**src/rtl/axi4lite_pkg.sv**
```systemverilog
// -----------------------------------------------------------------------------
// axi4lite_pkg
// Shared definitions for the AXI4-Lite command master:
//   state_t   - FSM state encoding used by axi4lite_master
//   RESP_OKAY - AXI "OKAY" response code (RRESP/BRESP = 0)
// -----------------------------------------------------------------------------
package axi4lite_pkg;

    typedef enum logic [2:0] {
        IDLE    = 3'd0,  // waiting for a command, cmd_ready high
        WR      = 3'd1,  // AW and W channels in flight
        WR_RESP = 3'd2,  // waiting for the B channel
        RD_ADDR = 3'd3,  // AR channel in flight
        RD_DATA = 3'd4,  // waiting for the R channel
        RSP     = 3'd5   // one-cycle completion pulse towards the user
    } state_t;

    localparam int RESP_OKAY = 0;

endpackage

```
**src/rtl/axi4lite_intf.sv**
```systemverilog
// -----------------------------------------------------------------------------
// axi4lite_intf
// AXI4-Lite signal bundle (AW, W, B, AR, R channels).
// Modports:
//   slave  - samples AW*/W*/AR*/BREADY/RREADY, drives the ready/response side
//   master - the mirror image of slave
// -----------------------------------------------------------------------------
interface axi4lite_intf #(
    parameter int ADDR_WIDTH = 32,
    parameter int DATA_WIDTH = 32,
    parameter int RESP_WIDTH = 1
);
    localparam int STRB_WIDTH = (DATA_WIDTH + 7) / 8;

    // Write address channel
    logic [ADDR_WIDTH-1:0] AWADDR;
    logic                  AWVALID;
    logic                  AWREADY;
    // Write data channel
    logic [DATA_WIDTH-1:0] WDATA;
    logic [STRB_WIDTH-1:0] WSTRB;
    logic                  WVALID;
    logic                  WREADY;
    // Write response channel
    logic [RESP_WIDTH-1:0] BRESP;
    logic                  BVALID;
    logic                  BREADY;
    // Read address channel
    logic [ADDR_WIDTH-1:0] ARADDR;
    logic                  ARVALID;
    logic                  ARREADY;
    // Read data channel
    logic [DATA_WIDTH-1:0] RDATA;
    logic [RESP_WIDTH-1:0] RRESP;
    logic                  RVALID;
    logic                  RREADY;

    modport slave (
        input  AWADDR, AWVALID,
        input  WDATA, WSTRB, WVALID,
        input  BREADY,
        input  ARADDR, ARVALID,
        input  RREADY,
        output AWREADY, WREADY,
        output BRESP, BVALID,
        output ARREADY,
        output RDATA, RRESP, RVALID
    );

    modport master (
        output AWADDR, AWVALID,
        output WDATA, WSTRB, WVALID,
        output BREADY,
        output ARADDR, ARVALID,
        output RREADY,
        input  AWREADY, WREADY,
        input  BRESP, BVALID,
        input  ARREADY,
        input  RDATA, RRESP, RVALID
    );

endinterface

```
**src/rtl/axi4lite_master.sv**
```systemverilog
// -----------------------------------------------------------------------------
// axi4lite_master
// Turns single user commands into AXI4-Lite read or write transactions, one
// at a time, and reports each completion with a one-cycle rsp_valid pulse.
//
// Ports:
//   ACLK, ARESETn      clock (rising edge) and asynchronous active-low reset
//   cmd_valid/ready    command handshake; cmd_ready is registered, high in IDLE
//   cmd_write          1 = write, 0 = read
//   cmd_addr/wdata/wstrb  command payload, captured on accept
//   rsp_valid          one-cycle completion pulse
//   rsp_write          completed command was a write
//   rsp_rdata          read data (0 for writes), held until the next completion
//   rsp_resp           raw BRESP/RRESP, passed through unmodified
//   bus                AXI4-Lite master modport
//
// Every bus VALID/READY is a flop cleared by the asynchronous reset, so a reset
// in the middle of a transaction drops them immediately.
// -----------------------------------------------------------------------------
module axi4lite_master
    import axi4lite_pkg::*;
#(
    parameter  int ADDR_WIDTH = 32,
    parameter  int DATA_WIDTH = 32,
    parameter  int RESP_WIDTH = 1,
    localparam int STRB_WIDTH = (DATA_WIDTH + 7) / 8
) (
    input  logic                  ACLK,
    input  logic                  ARESETn,
    input  logic                  cmd_valid,
    output logic                  cmd_ready,
    input  logic                  cmd_write,
    input  logic [ADDR_WIDTH-1:0] cmd_addr,
    input  logic [DATA_WIDTH-1:0] cmd_wdata,
    input  logic [STRB_WIDTH-1:0] cmd_wstrb,
    output logic                  rsp_valid,
    output logic                  rsp_write,
    output logic [DATA_WIDTH-1:0] rsp_rdata,
    output logic [RESP_WIDTH-1:0] rsp_resp,
    axi4lite_intf.master          bus
);

    // -------------------------------------------------------------------------
    // State and registered outputs
    // -------------------------------------------------------------------------
    state_t                state_q,     state_d;
    logic                  cmd_ready_d;
    logic                  write_q,     write_d;
    logic [ADDR_WIDTH-1:0] addr_q,      addr_d;
    logic [DATA_WIDTH-1:0] wdata_q,     wdata_d;
    logic [STRB_WIDTH-1:0] wstrb_q,     wstrb_d;
    logic                  awvalid_q,   awvalid_d;
    logic                  wvalid_q,    wvalid_d;
    logic                  aw_done_q,   aw_done_d;
    logic                  w_done_q,    w_done_d;
    logic                  bready_q,    bready_d;
    logic                  arvalid_q,   arvalid_d;
    logic                  rready_q,    rready_d;
    logic                  rsp_valid_d;
    logic                  rsp_write_d;
    logic [DATA_WIDTH-1:0] rsp_rdata_d;
    logic [RESP_WIDTH-1:0] rsp_resp_d;

    // Channel handshakes, qualified by our own registered VALID/READY.
    logic accept;
    logic aw_hs;
    logic w_hs;
    logic b_hs;
    logic ar_hs;
    logic r_hs;

    assign accept = cmd_valid && cmd_ready;
    assign aw_hs  = awvalid_q && bus.AWREADY;
    assign w_hs   = wvalid_q  && bus.WREADY;
    assign b_hs   = bready_q  && bus.BVALID;
    assign ar_hs  = arvalid_q && bus.ARREADY;
    assign r_hs   = rready_q  && bus.RVALID;

    // -------------------------------------------------------------------------
    // Next-state and next-output logic
    // -------------------------------------------------------------------------
    always_comb begin
        // NOTE: every signal gets its hold value first so that no path through
        // the case statement leaves one unassigned (which would infer a latch).
        state_d     = state_q;
        write_d     = write_q;
        addr_d      = addr_q;
        wdata_d     = wdata_q;
        wstrb_d     = wstrb_q;
        awvalid_d   = awvalid_q;
        wvalid_d    = wvalid_q;
        aw_done_d   = aw_done_q;
        w_done_d    = w_done_q;
        bready_d    = bready_q;
        arvalid_d   = arvalid_q;
        rready_d    = rready_q;
        rsp_valid_d = 1'b0;
        rsp_write_d = rsp_write;
        rsp_rdata_d = rsp_rdata;
        rsp_resp_d  = rsp_resp;

        unique case (state_q)
            IDLE: begin
                if (accept) begin
                    write_d = cmd_write;
                    addr_d  = cmd_addr;
                    wdata_d = cmd_wdata;
                    wstrb_d = cmd_wstrb;
                    if (cmd_write) begin
                        // AW and W are offered together; the slave may take
                        // them in any order.
                        awvalid_d = 1'b1;
                        wvalid_d  = 1'b1;
                        state_d   = WR;
                    end else begin
                        arvalid_d = 1'b1;
                        state_d   = RD_ADDR;
                    end
                end
            end

            WR: begin
                // Each channel retires on its own handshake; the done flags
                // remember which one already went through.
                if (aw_hs) begin
                    awvalid_d = 1'b0;
                    aw_done_d = 1'b1;
                end
                if (w_hs) begin
                    wvalid_d = 1'b0;
                    w_done_d = 1'b1;
                end
                if (aw_done_d && w_done_d) begin
                    aw_done_d = 1'b0;
                    w_done_d  = 1'b0;
                    bready_d  = 1'b1;
                    state_d   = WR_RESP;
                end
            end

            WR_RESP: begin
                if (b_hs) begin
                    bready_d    = 1'b0;
                    rsp_valid_d = 1'b1;
                    rsp_write_d = write_q;
                    rsp_rdata_d = '0;
                    rsp_resp_d  = bus.BRESP;
                    state_d     = RSP;
                end
            end

            RD_ADDR: begin
                if (ar_hs) begin
                    arvalid_d = 1'b0;
                    rready_d  = 1'b1;
                    state_d   = RD_DATA;
                end
            end

            RD_DATA: begin
                if (r_hs) begin
                    rready_d    = 1'b0;
                    rsp_valid_d = 1'b1;
                    rsp_write_d = write_q;
                    rsp_rdata_d = bus.RDATA;
                    rsp_resp_d  = bus.RRESP;
                    state_d     = RSP;
                end
            end

            RSP: begin
                // rsp_valid is high for exactly this one cycle.
                state_d = IDLE;
            end

            default: begin
                state_d = IDLE;
            end
        endcase

        // Registered ready: high exactly while the FSM sits in IDLE, and never
        // a function of cmd_valid in the same cycle.
        cmd_ready_d = (state_d == IDLE);
    end

    // -------------------------------------------------------------------------
    // Registers
    // -------------------------------------------------------------------------
    // NOTE: sequential state is written with non-blocking assignments only, so
    // every flop samples the pre-edge values regardless of statement order.
    always_ff @(posedge ACLK or negedge ARESETn) begin
        if (!ARESETn) begin
            state_q   <= IDLE;
            cmd_ready <= 1'b0;
            write_q   <= 1'b0;
            addr_q    <= '0;
            wdata_q   <= '0;
            wstrb_q   <= '0;
            awvalid_q <= 1'b0;
            wvalid_q  <= 1'b0;
            aw_done_q <= 1'b0;
            w_done_q  <= 1'b0;
            bready_q  <= 1'b0;
            arvalid_q <= 1'b0;
            rready_q  <= 1'b0;
            rsp_valid <= 1'b0;
            rsp_write <= 1'b0;
            rsp_rdata <= '0;
            rsp_resp  <= '0;
        end else begin
            state_q   <= state_d;
            cmd_ready <= cmd_ready_d;
            write_q   <= write_d;
            addr_q    <= addr_d;
            wdata_q   <= wdata_d;
            wstrb_q   <= wstrb_d;
            awvalid_q <= awvalid_d;
            wvalid_q  <= wvalid_d;
            aw_done_q <= aw_done_d;
            w_done_q  <= w_done_d;
            bready_q  <= bready_d;
            arvalid_q <= arvalid_d;
            rready_q  <= rready_d;
            rsp_valid <= rsp_valid_d;
            rsp_write <= rsp_write_d;
            rsp_rdata <= rsp_rdata_d;
            rsp_resp  <= rsp_resp_d;
        end
    end

    // -------------------------------------------------------------------------
    // Bus drive: payload comes straight from the command registers, which only
    // change on accept, so it is stable for as long as any VALID is pending.
    // -------------------------------------------------------------------------
    assign bus.AWADDR  = addr_q;
    assign bus.AWVALID = awvalid_q;
    assign bus.WDATA   = wdata_q;
    assign bus.WSTRB   = wstrb_q;
    assign bus.WVALID  = wvalid_q;
    assign bus.BREADY  = bready_q;
    assign bus.ARADDR  = addr_q;
    assign bus.ARVALID = arvalid_q;
    assign bus.RREADY  = rready_q;

endmodule

```
**src/flat_wrapper.sv**
```systemverilog
// flat-port wrapper written by rule: the top's interface ports become plain ports
module axi4lite_master_flat import axi4lite_pkg::*;
#(
    parameter  int ADDR_WIDTH = 32,
    parameter  int DATA_WIDTH = 32,
    parameter  int RESP_WIDTH = 1,
    localparam int STRB_WIDTH = (DATA_WIDTH + 7) / 8
)
  (ACLK, ARESETn, cmd_valid, cmd_ready, cmd_write, cmd_addr, cmd_wdata, cmd_wstrb, rsp_valid, rsp_write, rsp_rdata, rsp_resp, bus_AWADDR, bus_AWVALID, bus_WDATA, bus_WSTRB, bus_WVALID, bus_BREADY, bus_ARADDR, bus_ARVALID, bus_RREADY, bus_AWREADY, bus_WREADY, bus_BRESP, bus_BVALID, bus_ARREADY, bus_RDATA, bus_RRESP, bus_RVALID);
  axi4lite_intf #(.ADDR_WIDTH(ADDR_WIDTH), .DATA_WIDTH(DATA_WIDTH), .RESP_WIDTH(RESP_WIDTH)) bus_i ();
  input  logic ACLK;
  input  logic ARESETn;
  input  logic cmd_valid;
  output logic cmd_ready;
  input  logic cmd_write;
  input  logic [ADDR_WIDTH-1:0] cmd_addr;
  input  logic [DATA_WIDTH-1:0] cmd_wdata;
  input  logic [STRB_WIDTH-1:0] cmd_wstrb;
  output logic rsp_valid;
  output logic rsp_write;
  output logic [DATA_WIDTH-1:0] rsp_rdata;
  output logic [RESP_WIDTH-1:0] rsp_resp;
  output wire logic [$bits(bus_i.AWADDR)-1:0] bus_AWADDR;
  output wire logic [$bits(bus_i.AWVALID)-1:0] bus_AWVALID;
  output wire logic [$bits(bus_i.WDATA)-1:0] bus_WDATA;
  output wire logic [$bits(bus_i.WSTRB)-1:0] bus_WSTRB;
  output wire logic [$bits(bus_i.WVALID)-1:0] bus_WVALID;
  output wire logic [$bits(bus_i.BREADY)-1:0] bus_BREADY;
  output wire logic [$bits(bus_i.ARADDR)-1:0] bus_ARADDR;
  output wire logic [$bits(bus_i.ARVALID)-1:0] bus_ARVALID;
  output wire logic [$bits(bus_i.RREADY)-1:0] bus_RREADY;
  input wire logic [$bits(bus_i.AWREADY)-1:0] bus_AWREADY;
  input wire logic [$bits(bus_i.WREADY)-1:0] bus_WREADY;
  input wire logic [$bits(bus_i.BRESP)-1:0] bus_BRESP;
  input wire logic [$bits(bus_i.BVALID)-1:0] bus_BVALID;
  input wire logic [$bits(bus_i.ARREADY)-1:0] bus_ARREADY;
  input wire logic [$bits(bus_i.RDATA)-1:0] bus_RDATA;
  input wire logic [$bits(bus_i.RRESP)-1:0] bus_RRESP;
  input wire logic [$bits(bus_i.RVALID)-1:0] bus_RVALID;
  assign bus_AWADDR = bus_i.AWADDR;
  assign bus_AWVALID = bus_i.AWVALID;
  assign bus_WDATA = bus_i.WDATA;
  assign bus_WSTRB = bus_i.WSTRB;
  assign bus_WVALID = bus_i.WVALID;
  assign bus_BREADY = bus_i.BREADY;
  assign bus_ARADDR = bus_i.ARADDR;
  assign bus_ARVALID = bus_i.ARVALID;
  assign bus_RREADY = bus_i.RREADY;
  assign bus_i.AWREADY = bus_AWREADY;
  assign bus_i.WREADY = bus_WREADY;
  assign bus_i.BRESP = bus_BRESP;
  assign bus_i.BVALID = bus_BVALID;
  assign bus_i.ARREADY = bus_ARREADY;
  assign bus_i.RDATA = bus_RDATA;
  assign bus_i.RRESP = bus_RRESP;
  assign bus_i.RVALID = bus_RVALID;
  axi4lite_master #(.ADDR_WIDTH(ADDR_WIDTH), .DATA_WIDTH(DATA_WIDTH), .RESP_WIDTH(RESP_WIDTH)) u_core (.ACLK(ACLK), .ARESETn(ARESETn), .cmd_valid(cmd_valid), .cmd_ready(cmd_ready), .cmd_write(cmd_write), .cmd_addr(cmd_addr), .cmd_wdata(cmd_wdata), .cmd_wstrb(cmd_wstrb), .rsp_valid(rsp_valid), .rsp_write(rsp_write), .rsp_rdata(rsp_rdata), .rsp_resp(rsp_resp), .bus(bus_i));
endmodule
```
**config.mk**
```make
export PLATFORM = sky130hd
export DESIGN_NAME = axi4lite_master_flat
export DESIGN_NICKNAME = d
export VERILOG_FILES = /design/src/rtl/axi4lite_pkg.sv /design/src/rtl/axi4lite_intf.sv /design/src/rtl/axi4lite_master.sv /design/src/flat_wrapper.sv
export SDC_FILE = /design/constraint.sdc
export NUM_CORES = 1
export LEC_CHECK = 0
export BUFFER_PORTS_ARGS = -buffer_cell sky130_fd_sc_hd__buf_2
export CELL_PAD_IN_SITES_DETAIL_PLACEMENT = 0
export CELL_PAD_IN_SITES_GLOBAL_PLACEMENT = 2
export CORE_MARGIN = 10
export CORE_UTILIZATION = 27
export DETAILED_ROUTE_END_ITERATION = 7
export PLACE_DENSITY_LB_ADDON = 0.12
export SETUP_SLACK_MARGIN = 0.05
export SYNTH_ARGS = -nofsm -noshare
export SYNTH_HDL_FRONTEND = slang
export SYNTH_SLANG_ARGS = --single-unit
```
**constraint.sdc**
```tcl
create_clock -name ACLK -period 1.93 [get_ports ACLK]
set_input_delay 0.386 -clock ACLK [delete_from_list [all_inputs] [get_ports ACLK]]
set_output_delay 0.386 -clock ACLK [all_outputs]
set_load 0.05 [all_outputs]
```
======== Word-level counts from Yosys, hierarchy flattened ========
Index checks and enable logic that the tools add are counted.
storage, ports and cells
  bits of input ports ..................... 111
  logic and storage cells ................. 92
  output and inout port bits .............. 141
  bits in registers ....................... 115
cells by class
  reductions and logical operators ........ 21
  mux-type cells .......................... 41
  equal/unequal tests ..................... 13
operators by type and width
  operator                                                                  count
  32-bit two-way mux                                                        2
  32-bit case mux with 2 select lines                                       1
  1-bit two-way mux                                                         23
  1-bit case mux with 2 select lines                                        8
  3-bit two-way mux                                                         5
  3-bit case mux with 5 select lines                                        1
  2-bit by 1-bit inequality test with 1-bit output (second input constant)  7
  4-bit AND reduction                                                       3
  2-bit nonzero test                                                        5
  3-bit AND reduction                                                       3
  1-bit logical AND                                                         7
  3-bit by 2-bit equality test with 1-bit output (second input constant)    2
  3-bit logical NOT                                                         2
  2-bit inequality test (second input constant)                             2
  3-bit by 1-bit equality test with 1-bit output (second input constant)    1
  3-bit equality test (second input constant)                               1
  2-bit two-way mux                                                         1
  2-bit AND reduction                                                       1

======== Depth between registers and ports, before layout ========
Gate-level depths: netlist of run 1.
  depth in word-level cells ............... 7
  depth in mapped cells ................... 7
  gate-level depth less buffers ........... 5

======== Worst setup path before layout of run 1 ========
No wires, ideal clock.
  path type ............................... register -> register
  from .................................... reg u_core.cmd_ready
  to ...................................... reg u_core.wdata_q[21], in the netlist u_core.bus.WDATA[21]
  buffers on the path ..................... 2
  setup time .............................. 0.125 ns
  arrival ................................. 1.779 ns
  period minus slack after synthesis ...... 1.904 ns
  setup slack ............................. 0.026 ns
  cell stages (with the launch flop) ...... 6
  data required time ...................... 1.805 ns
  path through ............................ dfrtp_1 > nand2_1 > nor4_2 > buf_2 > buf_4 > mux2_2
between the ends
  longest elaborated chain between the ends .. 2
RTL lines
  what                           RTL line                text
  start: declaration             axi4lite_master.sv:31   output logic cmd_ready,
  start signal: assignment       axi4lite_master.sv:212  cmd_ready <= cmd_ready_d;
  1-bit logical AND              axi4lite_master.sv:72   assign accept = cmd_valid && cmd_ready;
  2-bit AND reduction (no line)  --
  end signal: assignment         axi4lite_master.sv:215  wdata_q <= wdata_d;
  end: declaration               axi4lite_master.sv:50   logic [DATA_WIDTH-1:0] wdata_q, wdata_d;
Every way passes these cells.
A chain may end at the register's enable or synchronous reset.

======== Worst setup path in the final report of run 1 ========
  from .................................... reg u_core.state_q[0]
  to ...................................... reg u_core.wdata_q[29], in the netlist u_core.bus.WDATA[29]
between the ends
  longest elaborated chain between the ends .. 2
RTL lines
  what                           RTL line                text
  start: declaration             axi4lite_master.sv:46   state_t state_q, state_d;
  start signal: assignment       axi4lite_master.sv:211  state_q <= state_d;
  3-bit logical NOT              axi4lite_master.sv:102  unique case (state_q)
  2-bit AND reduction (no line)  --
Every way passes these cells.

==> impl_metrics.csv, run 1 <==
group,metric,value,unit
run_status,status,"complete, no violations",
drt,drtAntennaViolNets,0,
pwr,leakage,3.96,nW
timing,final_hold_viol_count,0,
run,cap_violations,0,
finish,filler_cell_count,1810,
logic_synthesis,yosysSeqAreaShare,61.2,%
floorplan,die_h,152,µm
cts,cts_made_buffers,17,
drt,drt_iter0_drc,117,
drt,wl_per_cell,17.4,µm
logic_synthesis,synth.distinct_cells,35,
timing,min_period_over_period,91.9,%
global_route,grt.total_usage,12.8,%
drt,avgViaCountPerCell,4.23,
global_route,grt_pass1_vias,3868,
critical_path,cp_slowest_cell,"dfrtp_1",
drt,firstDrtPassIters,4,
global_route,grt_overflow,0,
pwr,power.density,874,mW/mm²
cts,clk_path_buf_depth,2,
logic_synthesis,synthCells,379,
pwr,p_total,5.81,mW
drt,drcViolationCount,0,
critical_path,cp.buffers_inverters,1,
critical_path,cpPeakStageDelay,470,ps
finish,multiInputGateArea,0.00149,mm²
timing,tightestPinTransition,406,ps
timing,slew_headroom,72.7,%
critical_path,crit_fanout,65,
timing,final_max_slew_viol_count,0,
timing,worst_clock_skew,6.70,ps
logic_synthesis,synth_fp_nets,490,
floorplan,core-area,0.0172,mm²
finish,drive_above_1_share,57.3,%
floorplan,die_area,0.0231,mm²
cts,post_cts_buffers,0,
timing,period_needed,1770,ps
timing,final-setup-viol-count,0,
logic_synthesis,synth-seq-cells,115,
finish,fin_util,38.7,%
critical_path,crit_path_end_kind,"register",
global_route,grt_pass1_wl,23.1,mm
cts,numClockSinks,115,
floorplan,rows,48,
floorplan,io_pins,252,
timing,fmax,564,MHz
logic_synthesis,synth_warnings,0,
cts,ctsHtreeMaxLevel,4,
logic_synthesis,synth_area,0.00470,mm²
floorplan,start_util,27.4,%
placed_design,gp_congestion,0.744,
logic_synthesis,syn_area_per_cell,12.4,µm²
pwr,peakVddDrop,0.567,mV
timing,finalSetupTns,0,ps
critical_path,cp.arrival,2060,ps
placed_design,io_buffer_count,251,
critical_path,crit_required,2220,ps
critical_path,cp_cell_sequence,"nor4_4, buf_12, mux2_2",
cts,cts_root_buf,"clkbuf_16",
cts,clkLatencyLatePin,410,ps
critical_path,path_delay_family,"flip-flops",
finish,areaGrowthSynthToFinish,41.4,%
floorplan,die_x,152,µm
cts,clk_pin_slew,50,ps
timing,rsz0062_at_grt,"no",
drt,wl,14.8,mm
global_route,grt_start_max_net_pins,73,
finish,seq_area,0.00288,mm²
global_route,antenna_found_initial,4,
critical_path,critPathKind,"register to register",
critical_path,worstSetupStartpointType,"register",
worst_hold_path,hold_path.class,"input pin to register",
finish,fin_nets,719,
cts,cts_tree,"built",
placed_design,dp_hpwl,11.3,mm
drt,vias,3586,
registers in the layout (all words and copies together), names as in the netlist, 3 cells and up:
register and flops:
u_core.bus.ARADDR 32, u_core.bus.WDATA 32, u_core.bus.WSTRB 4, u_core.rsp_rdata 32
u_core.state_q 3
synthesized netlist by cell type:
| library cell | count | area share [%] |
|---|---|---|
| dfrtp_1 | 115 | 61 |
| nand2_1 | 78 | 6.2 |
| mux2_2 | 59 | 14 |
| buf_4 | 37 | 5.9 |
| nand3_1 | 33 | 3.5 |
| mux2_1 | 10 | 2.4 |
| buf_2 | 7 | 0.75 |
| buf_1 | 3 | 0.24 |
| clkbuf_1 | 3 | 0.24 |
| nor2_1 | 3 | 0.24 |
| a21o_1 | 2 | 0.32 |
| a21oi_1 | 2 | 0.21 |
| a22oi_1 | 2 | 0.32 |
| inv_1 | 2 | 0.16 |
| nor3_1 | 2 | 0.21 |
| nor3b_1 | 2 | 0.32 |
| a21boi_1 | 1 | 0.16 |
| a22o_1 | 1 | 0.19 |
| a31oi_1 | 1 | 0.13 |
| a32oi_4 | 1 | 0.59 |
| and2_1 | 1 | 0.13 |
| and3b_1 | 1 | 0.19 |
| inv_2 | 1 | 0.080 |
| mux2i_1 | 1 | 0.21 |
| nand3b_1 | 1 | 0.16 |
| nor4_1 | 1 | 0.13 |
| nor4_2 | 1 | 0.27 |
| o2111ai_1 | 1 | 0.19 |
| o211ai_2 | 1 | 0.27 |
| o21ai_0 | 1 | 0.11 |
| o22a_1 | 1 | 0.19 |
| o31ai_1 | 1 | 0.16 |
| or3_1 | 1 | 0.13 |
| or3b_1 | 1 | 0.19 |
| or4_1 | 1 | 0.16 |
metrics by stage:
step | hold WS (ps) | instances | setup WS (ps) | area [µm²]
floorplan | 90.4 | 379 | 170 | 4700
global placement | 422 | 813 | 168 | 6020
detailed placement | 420 | 813 | 160 | 6020
CTS | 169 | 845 | 139 | 6640
global route | 181 | 846 | 60.5 | 6650
finish | 195 | 848 | 157 | 6650
cells by family (layout without fill, tap and decap cells):
group	count (synthesis)	count (layout)	synth area share, %
AOI/OAI and AO/OA	15	15	2.82
buffers and inverters	53	294	7.37
DFF	115	115	61.2
muxes	70	70	16.7
other	0	3	0
and+or+nand+nor	126	126	11.9
worst reg2reg max path, delay by kind of cell (launching register included):
family | cells | cell delay [ps]
simple gates | 1 | 390
flops | 1 | 470
buf+inv | 1 | 340
mux | 1 | 450
path summary, 6_finish.rpt:
check | to | slack (ps) | from | cells past startpoint
worst max-delay path | u_core.bus.WDATA[29] | 160 | u_core.state_q[0] | 3
worst min-delay path | u_core.rsp_rdata[27] | 200 | bus_RDATA[27] | 3
worst max register to register | u_core.bus.WDATA[29] | 160 | u_core.state_q[0] | 3
worst min register to register | u_core.rsp_rdata[25] | 460 | u_core.rsp_rdata[25] | 2
max in group asynchronous | u_core.rsp_rdata[25] | 1000 | ARESETn | 3
min in group asynchronous | u_core.bus.ARADDR[11] | 530 | ARESETn | 3
report_power, final:
group	total (mW)	internal [mW]	switching, mW
clock	3.23	2.15	1.08
sequential	2.41	2.41	0
combinational	0.176	0.0907	0.0850
timing repair:
action,in CTS,in global routing
hold endpoints to repair,43,0
setup endpoints to repair,0,33
resized for setup,0,2
hold buffers,1,0
area by class of cell:
type	instances	area share (%)
clock inverter	10	1.96
clock buffer	21	7.22
timing repair buffer	260	20.5
tap	225	4.23
sequential	115	43.3
inverter	3	0.207
multi-input combinational	211	22.4
antenna	3	0.113
per-layer routing:
layer / part of all wire, % / up-vias / wire length (µm) / track usage, %
met2: 45 / 161 / 6680 / 19.3
met1: 42 / 1682 / 6260 / 14.7
li1: - / 1722 / - / -
met4: 1.2 / 4 / 183 / 4.68
met5: 0.16 / - / 24 / 0
met3: 11 / 17 / 1610 / 7.28
placed cells by master (no fill, tap or decap), types with 3 or more instances in the layout:
| cell | synthesis | layout |
|---|---|---|
| mux2_2 | 59 | 59 |
| clkinv_2 | 0 | 5 |
| nand3_1 | 33 | 33 |
| dfrtp_1 | 115 | 114 |
| clkbuf_16 | 0 | 17 |
| buf_2 | 7 | 250 |
| diode_2 | 0 | 3 |
| buf_12 | 0 | 3 |
| nand2_1 | 78 | 78 |
| mux2_1 | 10 | 10 |
| bufinv_16 | 0 | 3 |
| nor2_1 | 3 | 3 |
| buf_4 | 37 | 6 |
| clkbuf_8 | 0 | 4 |
Note: power is estimated with default switching activity, not from simulation.
==> run 2: changes to the inputs <==
--- a/config.mk
+++ b/config.mk
@@ -5,11 +5,12 @@
 export SDC_FILE = /design/constraint.sdc
 export NUM_CORES = 1
 export LEC_CHECK = 0
+export ABC_AREA = 1
 export BUFFER_PORTS_ARGS = -buffer_cell sky130_fd_sc_hd__buf_2
 export CELL_PAD_IN_SITES_DETAIL_PLACEMENT = 0
 export CELL_PAD_IN_SITES_GLOBAL_PLACEMENT = 2
 export CORE_MARGIN = 10
-export CORE_UTILIZATION = 27
+export CORE_UTILIZATION = 24
 export DETAILED_ROUTE_END_ITERATION = 7
 export PLACE_DENSITY_LB_ADDON = 0.12
 export SETUP_SLACK_MARGIN = 0.05
==> run 2 against run 1 <==
  * Area after synthesis is 2.6% higher
  * Combinational power grew to 45 times the previous value
  * Routed wire length is 14% higher
  * Power grew to 2.6 times the previous value
  * Register-to-register slack better by 220 ps
  * Clock power is 3% higher
  * Sequential share of layout area is 1.0 points lower
  * Design area is 2.4% higher
  * Non-clock buffer count is 3 higher
==> impl_metrics.csv, run 2 <==
group,metric,value,unit
finish,fin_nets,884,
cts,post_cts_buffers,0,
cts,cts_made_buffers,17,
pwr,p_switching,8.01,mW
critical_path,cp.buffers_inverters,2,
placed_design,placed_area,0.00618,mm²
pwr,pwr-share-comb,51.7,%
cts,clk_pin_slew,60,ps
logic_synthesis,synth_xor_area_share,0,%
cts,cts_resized,0,
logic_synthesis,synth_edf_count,0,
critical_path,r2r_start,"u_core.state_q[0]",
cts,clk_path_buf_depth,2,
logic_synthesis,syn_area_per_cell,8.77,µm²
timing,rsz0062_at_grt,"no",
pwr,p_clk_share,21.7,%
cts,hold_buffers,0,
timing,finalSetupTns,0,ps
finish,finalNonFillerCells,1052,
critical_path,crit_top_cell,"nand2_1",
pwr,p_total,15.3,mW
logic_synthesis,post-synth-top-area-fraction,59.7,%
placed_design,dpl.cell_count,1019,
critical_path,rr_endpoint,"u_core.rsp_rdata[29]",
cts,clkLatencyLatePin,410,ps
logic_synthesis,async_flop_share,100,%
logic_synthesis,synth_area,0.00482,mm²
pwr,swShare,52.5,%
timing,worst_clock_skew,6.38,ps
critical_path,worstSetupStartpointType,"register",
finish,stdcell_area,0.00681,mm²
drt,drcViolationCount,0,
critical_path,crit_required,2270,ps
logic_synthesis,synth_fa_ha_area_share,0,%
drt,drtAntennaViolNets,0,
timing,final_max_slew_viol_count,0,
pwr,peakVddDrop,1.15,mV
logic_synthesis,synthCells,550,
critical_path,critPathKind,"register to register",
run_status,status,"complete, no violations",
logic_synthesis,yosysSeqAreaShare,59.7,%
global_route,antenna_found_initial,4,
drt,firstDrtPassIters,4,
critical_path,path_delay_family,"buffers and inverters",
drt,wl_per_cell,16.0,µm
logic_synthesis,synth.distinct_cells,19,
logic_synthesis,synth_common_cells,"nand2_1, dfrtp_1, nand3_1",
floorplan,rows,51,
timing,final_hold_viol_count,0,
critical_path,r2r_cells,6,
logic_synthesis,synth_fp_nets,661,
pwr,seq_power_share,26.5,%
floorplan,die_x,162,µm
pwr,power.density,2240,mW/mm²
pwr,leakage,4.03,nW
placed_design,gp_congestion,0.740,
critical_path,rrSetupSlack,380,ps
global_route,grt.total_usage,12.8,%
global_route,grt_start_max_net_pins,116,
timing,finalWorstSetupSlack,376,ps
placed_design,dp_hpwl,12.4,mm
cts,cts_tree,"built",
finish,areaGrowthSynthToFinish,41.2,%
global_route,grt_pass1_vias,4689,
logic_synthesis,synth_area_leaders,"dfrtp_1, nand2_1, nand3_1",
drt,wl,16.8,mm
logic_synthesis,synth_top_family_by_area,"simple AND/OR/NAND/NOR gates",
logic_synthesis,synth_compound_area_share,1.22,%
logic_synthesis,synthMuxAreaShare,0,%
finish,most-common-layout-cells,"nand2_1, buf_2, dfrtp_1",
global_route,grt_overflow,0,
run,cap_violations,0,
timing,final-setup-viol-count,0,
finish,filler_cell_count,2075,
floorplan,die_h,162,µm
placed_design,io_buffer_count,251,
cts,ctsHtreeMaxLevel,4,
critical_path,crit_path_end_kind,"register",
logic_synthesis,synth-seq-cells,115,
timing,tightestPinTransition,675,ps
timing,period_needed,1550,ps
critical_path,cp_slowest_cell,"dfrtp_1",
timing,min_period_over_period,80.5,%
timing,slew_headroom,55.0,%
finish,layout_commonest_cell,"nand2_1",
floorplan,io_pins,252,
cts,cts_root_buf,"clkbuf_16",
finish,drive_above_1_share,38.5,%
logic_synthesis,ys.flop_type,"dfrtp_1",
floorplan,core-area,0.0196,mm²
logic_synthesis,yosysMostFrequentCell,"nand2_1",
critical_path,cp_cell_sequence,"nor2_4, nand2_1, inv_2, buf_4, nand3_1, nand2_1",
critical_path,crit_fanout,18,
timing,fmax,643,MHz
logic_synthesis,synthSimpleGateAreaFrac,29.9,%
drt,drt_iter0_drc,212,
global_route,grt_pass1_wl,26.6,mm
drt,avgViaCountPerCell,4.10,
floorplan,die_area,0.0262,mm²
critical_path,cp.arrival,1900,ps
logic_synthesis,synth_warnings,0,
floorplan,start_util,24.6,%
placed_design,pre_cts_slack,363,ps
logic_synthesis,synth_top_area_cell,"dfrtp_1",
critical_path,cpPeakStageDelay,450,ps
pwr,internal_power,7.25,mW
cts,numClockSinks,115,
worst_hold_path,hold_path.class,"input pin to async pin",
drt,vias,4308,
-- run 2: worst max path at each step --
stage	startpoint	end	slack [ps]	cells past startpoint
2_1_floorplan	u_core.cmd_ready	u_core.bus.WDATA[21]	410	7
3_3_place_gp	u_core.state_q[0]	u_core.rsp_rdata[25]	380	6
3_5_place_dp	u_core.state_q[0]	u_core.rsp_rdata[29]	360	6
4_1_cts	u_core.state_q[0]	u_core.rsp_rdata[29]	350	6
5_1_grt	u_core.state_q[0]	u_core.rsp_rdata[29]	230	6
6_report	u_core.state_q[0]	u_core.rsp_rdata[29]	380	6
-- run 2: stage by stage --
step | hold WS (ps) | util, %
CTS | 87.3 | 34.7
global placement | 459 | 31.5
floorplan | 90.4 | -
detailed placement | 460 | 31.5
finish | 36.8 | 34.8
global route | 81.8 | 34.7
-- run 2: final cells by class --
cell class | instances | area (µm²) | share of cell area [%]
antenna | 1 | 2.50 | 0.0368
clock buffer | 19 | 443 | 6.50
clock inverter | 13 | 184 | 2.70
inverter | 15 | 56.3 | 0.827
multi-input combinational | 361 | 1500 | 22.1
sequential | 115 | 2880 | 42.3
tap | 265 | 332 | 4.87
timing repair buffer | 263 | 1410 | 20.7
-- run 2: per-layer routing --
layer	routed length [µm]	share of wire [%]	GRT usage, %	vias to the layer above
met3	1610	9.6	6.27	13
met2	8070	48	20.6	174
met5	13	0.077	0	-
met1	6950	41	14.7	1975
met4	153	0.91	3.80	2
li1	-	-	-	2144
-- run 2: logic make-up after synthesis --
kind of cell / count (synthesis)
AND/OR/NAND/NOR: 352
buffers and inverters: 74
AO/OA/AOI/OAI: 9
flip-flops: 115
-- run 2: power by group through the flow --
| stage | Clock [mW] | Combinational [mW] | Sequential (mW) |
|---|---|---|---|
| floorplan | 0 | 3.17 | 7.18 |
| global placement | 0 | 8.01 | 4.08 |
| detailed placement | 0 | 8.04 | 4.08 |
| CTS | 3.44 | 8.03 | 4.07 |
| global route | 3.56 | 8.46 | 4.19 |
| finish | 3.32 | 7.89 | 4.05 |
==> run 3: changes to the inputs <==
--- a/config.mk
+++ b/config.mk
@@ -10,7 +10,7 @@
 export CELL_PAD_IN_SITES_DETAIL_PLACEMENT = 0
 export CELL_PAD_IN_SITES_GLOBAL_PLACEMENT = 2
 export CORE_MARGIN = 10
-export CORE_UTILIZATION = 24
+export CORE_UTILIZATION = 22
 export DETAILED_ROUTE_END_ITERATION = 7
 export PLACE_DENSITY_LB_ADDON = 0.12
 export SETUP_SLACK_MARGIN = 0.05
==> constraint.sdc (replaced) <==
create_clock -name ACLK -period 1.39 [get_ports ACLK]
set_input_delay 0.278 -clock ACLK [delete_from_list [all_inputs] [get_ports ACLK]]
set_output_delay 0.278 -clock ACLK [all_outputs]
set_load 0.05 [all_outputs]
==> run 3 against run 2 <==
  * First-iteration DRC count up 24%
  * Clock skew up 0.87 ps
  * Maximum frequency increased by 13%
  * Routed wire length rose by 15%
  * Register-to-register slack worse by 360 ps
  * Flip-flop and latch count did not move
  * Global-route usage fell by 0.41 points
  * Clock power increased by 30%
  * Combinational power grew 70%
  * Power up 54%
  * Die area rose by 7.9%
  * Critical path type unchanged
  * Highest routed layer unchanged
==> impl_metrics.csv, run 3 (same netlist as run 2, synthesis figures left out) <==
group,metric,value,unit
run_status,status,"complete, no violations",
finish,layout_commonest_cell,"nand2_1",
critical_path,critPathLaunch,"u_core.state_q[0]",
placed_design,dp_hpwl,12.9,mm
drt,drtAntennaViolNets,0,
worst_hold_path,hold_path.class,"input pin to register",
drt,drcViolationCount,0,
critical_path,worstSetupStartpointType,"register",
global_route,antenna_found_initial,4,
critical_path,crit_fanout,7,
drt,firstDrtPassIters,7,
floorplan,io_pins,252,
global_route,grt_pass1_wl,28.0,mm
timing,worst_clock_skew,7.25,ps
timing,final-setup-viol-count,0,
timing,slew_headroom,78.2,%
floorplan,core-area,0.0217,mm²
critical_path,rrSetupSlack,10,ps
drt,drt_iter0_drc,263,
critical_path,rr_endpoint,"u_core.bus.ARADDR[24]",
cts,clk_pin_slew,60,ps
timing,rsz0062_at_grt,"yes",
placed_design,io_buffer_count,251,
drt,avgViaCountPerCell,4.19,
floorplan,die_h,168,µm
cts,cts_made_buffers,17,
timing,fmax,727,MHz
critical_path,cp_cell_sequence,"nor2_4, buf_12, nand3_4, buf_12, buf_6, buf_6, nand2_1, nand2_1",
global_route,grt_start_max_net_pins,54,
finish,finalNonFillerCells,1096,
finish,fin_nets,913,
cts,cts_root_buf,"clkbuf_16",
drt,vias,4589,
timing,final_hold_viol_count,0,
placed_design,dpl.cell_count,1039,
pwr,peakVddDrop,1.32,mV
drt,wl_per_cell,17.7,µm
critical_path,r2r_cells,8,
finish,fin_util,37.0,%
run,cap_violations,0,
timing,fin_hold_ws,61.1,ps
critical_path,cp_slowest_cell,"dfrtp_2",
cts,numClockSinks,115,
floorplan,rows,54,
critical_path,critPathKind,"register to register",
timing,period_needed,1380,ps
cts,clk_path_buf_depth,2,
cts,ctsHtreeMaxLevel,4,
critical_path,cp.arrival,1670,ps
timing,finalSetupTns,0,ps
placed_design,pre_cts_slack,-40.9,ps
floorplan,start_util,22.2,%
critical_path,crit_end,"u_core.bus.ARADDR[24]",
floorplan,die_x,168,µm
global_route,grt_pass1_vias,4886,
timing,min_period_over_period,99.0,%
pwr,leakage,4.34,nW
cts,cts_tree,"built",
floorplan,die_area,0.0282,mm²
global_route,grt_overflow,0,
finish,filler_cell_count,2250,
timing,tightestPinTransition,327,ps
critical_path,r2r_start,"u_core.state_q[0]",
global_route,grt.total_usage,12.4,%
timing,final_max_slew_viol_count,0,
finish,drive_above_1_share,48.5,%
drt,wl,19.4,mm
pwr,power.density,2930,mW/mm²
placed_design,gp_congestion,0.720,
finish,areaGrowthSynthToFinish,66.4,%
critical_path,crit_path_end_kind,"register",
critical_path,cpPeakStageDelay,430,ps
critical_path,crit_required,1680,ps
timing,finalWorstSetupSlack,13.7,ps
finish,most-common-layout-cells,"nand2_1, buf_2, dfrtp_1",
cts,clkLatencyLatePin,410,ps
-- run 3: worst max-delay path, delay by kind of cell, from the launching register on --
kind / cells / cell delay (ps)
buffers and inverters: 4 / 520
flip-flops: 1 / 430
AND/OR/NAND/NOR: 4 / 300
-- run 3: final cells by class --
cell class,instances,area (µm²),share of cell area [%]
flip-flops and latches,115,2890,36.0
repair buffers,291,2340,29.1
repair inverters,1,8.76,0.109
clock inverters,9,105,1.31
inverters,15,73.8,0.920
clock buffers,22,474,5.91
diodes,2,5.00,0.0624
multi-input cells,361,1780,22.2
well taps,280,350,4.37
-- run 3: where the power goes --
part	internal [mW]	switching [mW]	total (mW)
clock	2.76	1.54	4.30
combinational	4.16	9.29	13.4
sequential	4.74	1.03	5.77
-- run 3: metrics by stage --
stage          area (µm²)  total power, mW
2_1_floorplan        4840             14.4
4_1_cts              7410             22.6
3_3_place_gp         6300             17.0
3_5_place_dp         6300             17.1
6_report             8030             23.5
5_1_grt              8020             24.8
-- run 3: repair_timing --
item	4_1_cts	5_1_grt
resized for setup	145	90
endpoints found under the setup margin	190	164
hold buffers	1	0
pin swaps	45	6
hold endpoints to repair	115	0
setup buffers	4	2
cloned	1	16
-- run 3: worst min path at each step --
stage,slack [ps],from,to,depth (start not counted)
CTS,40,cmd_addr[12],u_core.bus.ARADDR[12],3
global route,50,cmd_wdata[23],u_core.bus.WDATA[23],3
global placement,310,ARESETn,u_core.aw_done_q,2
finish,60,cmd_addr[12],u_core.bus.ARADDR[12],3
floorplan,-20,ARESETn,u_core.aw_done_q,0
detailed placement,300,ARESETn,u_core.aw_done_q,2
-- run 3: per-layer routing --
layer,up-vias,global-route usage [%],part of all wire (%)
met1,2170,14.8,42
met3,21,6.08,9.7
li1,2208,-,-
met2,186,19.2,47
met4,4,3.86,0.89
met5,-,0,0.13
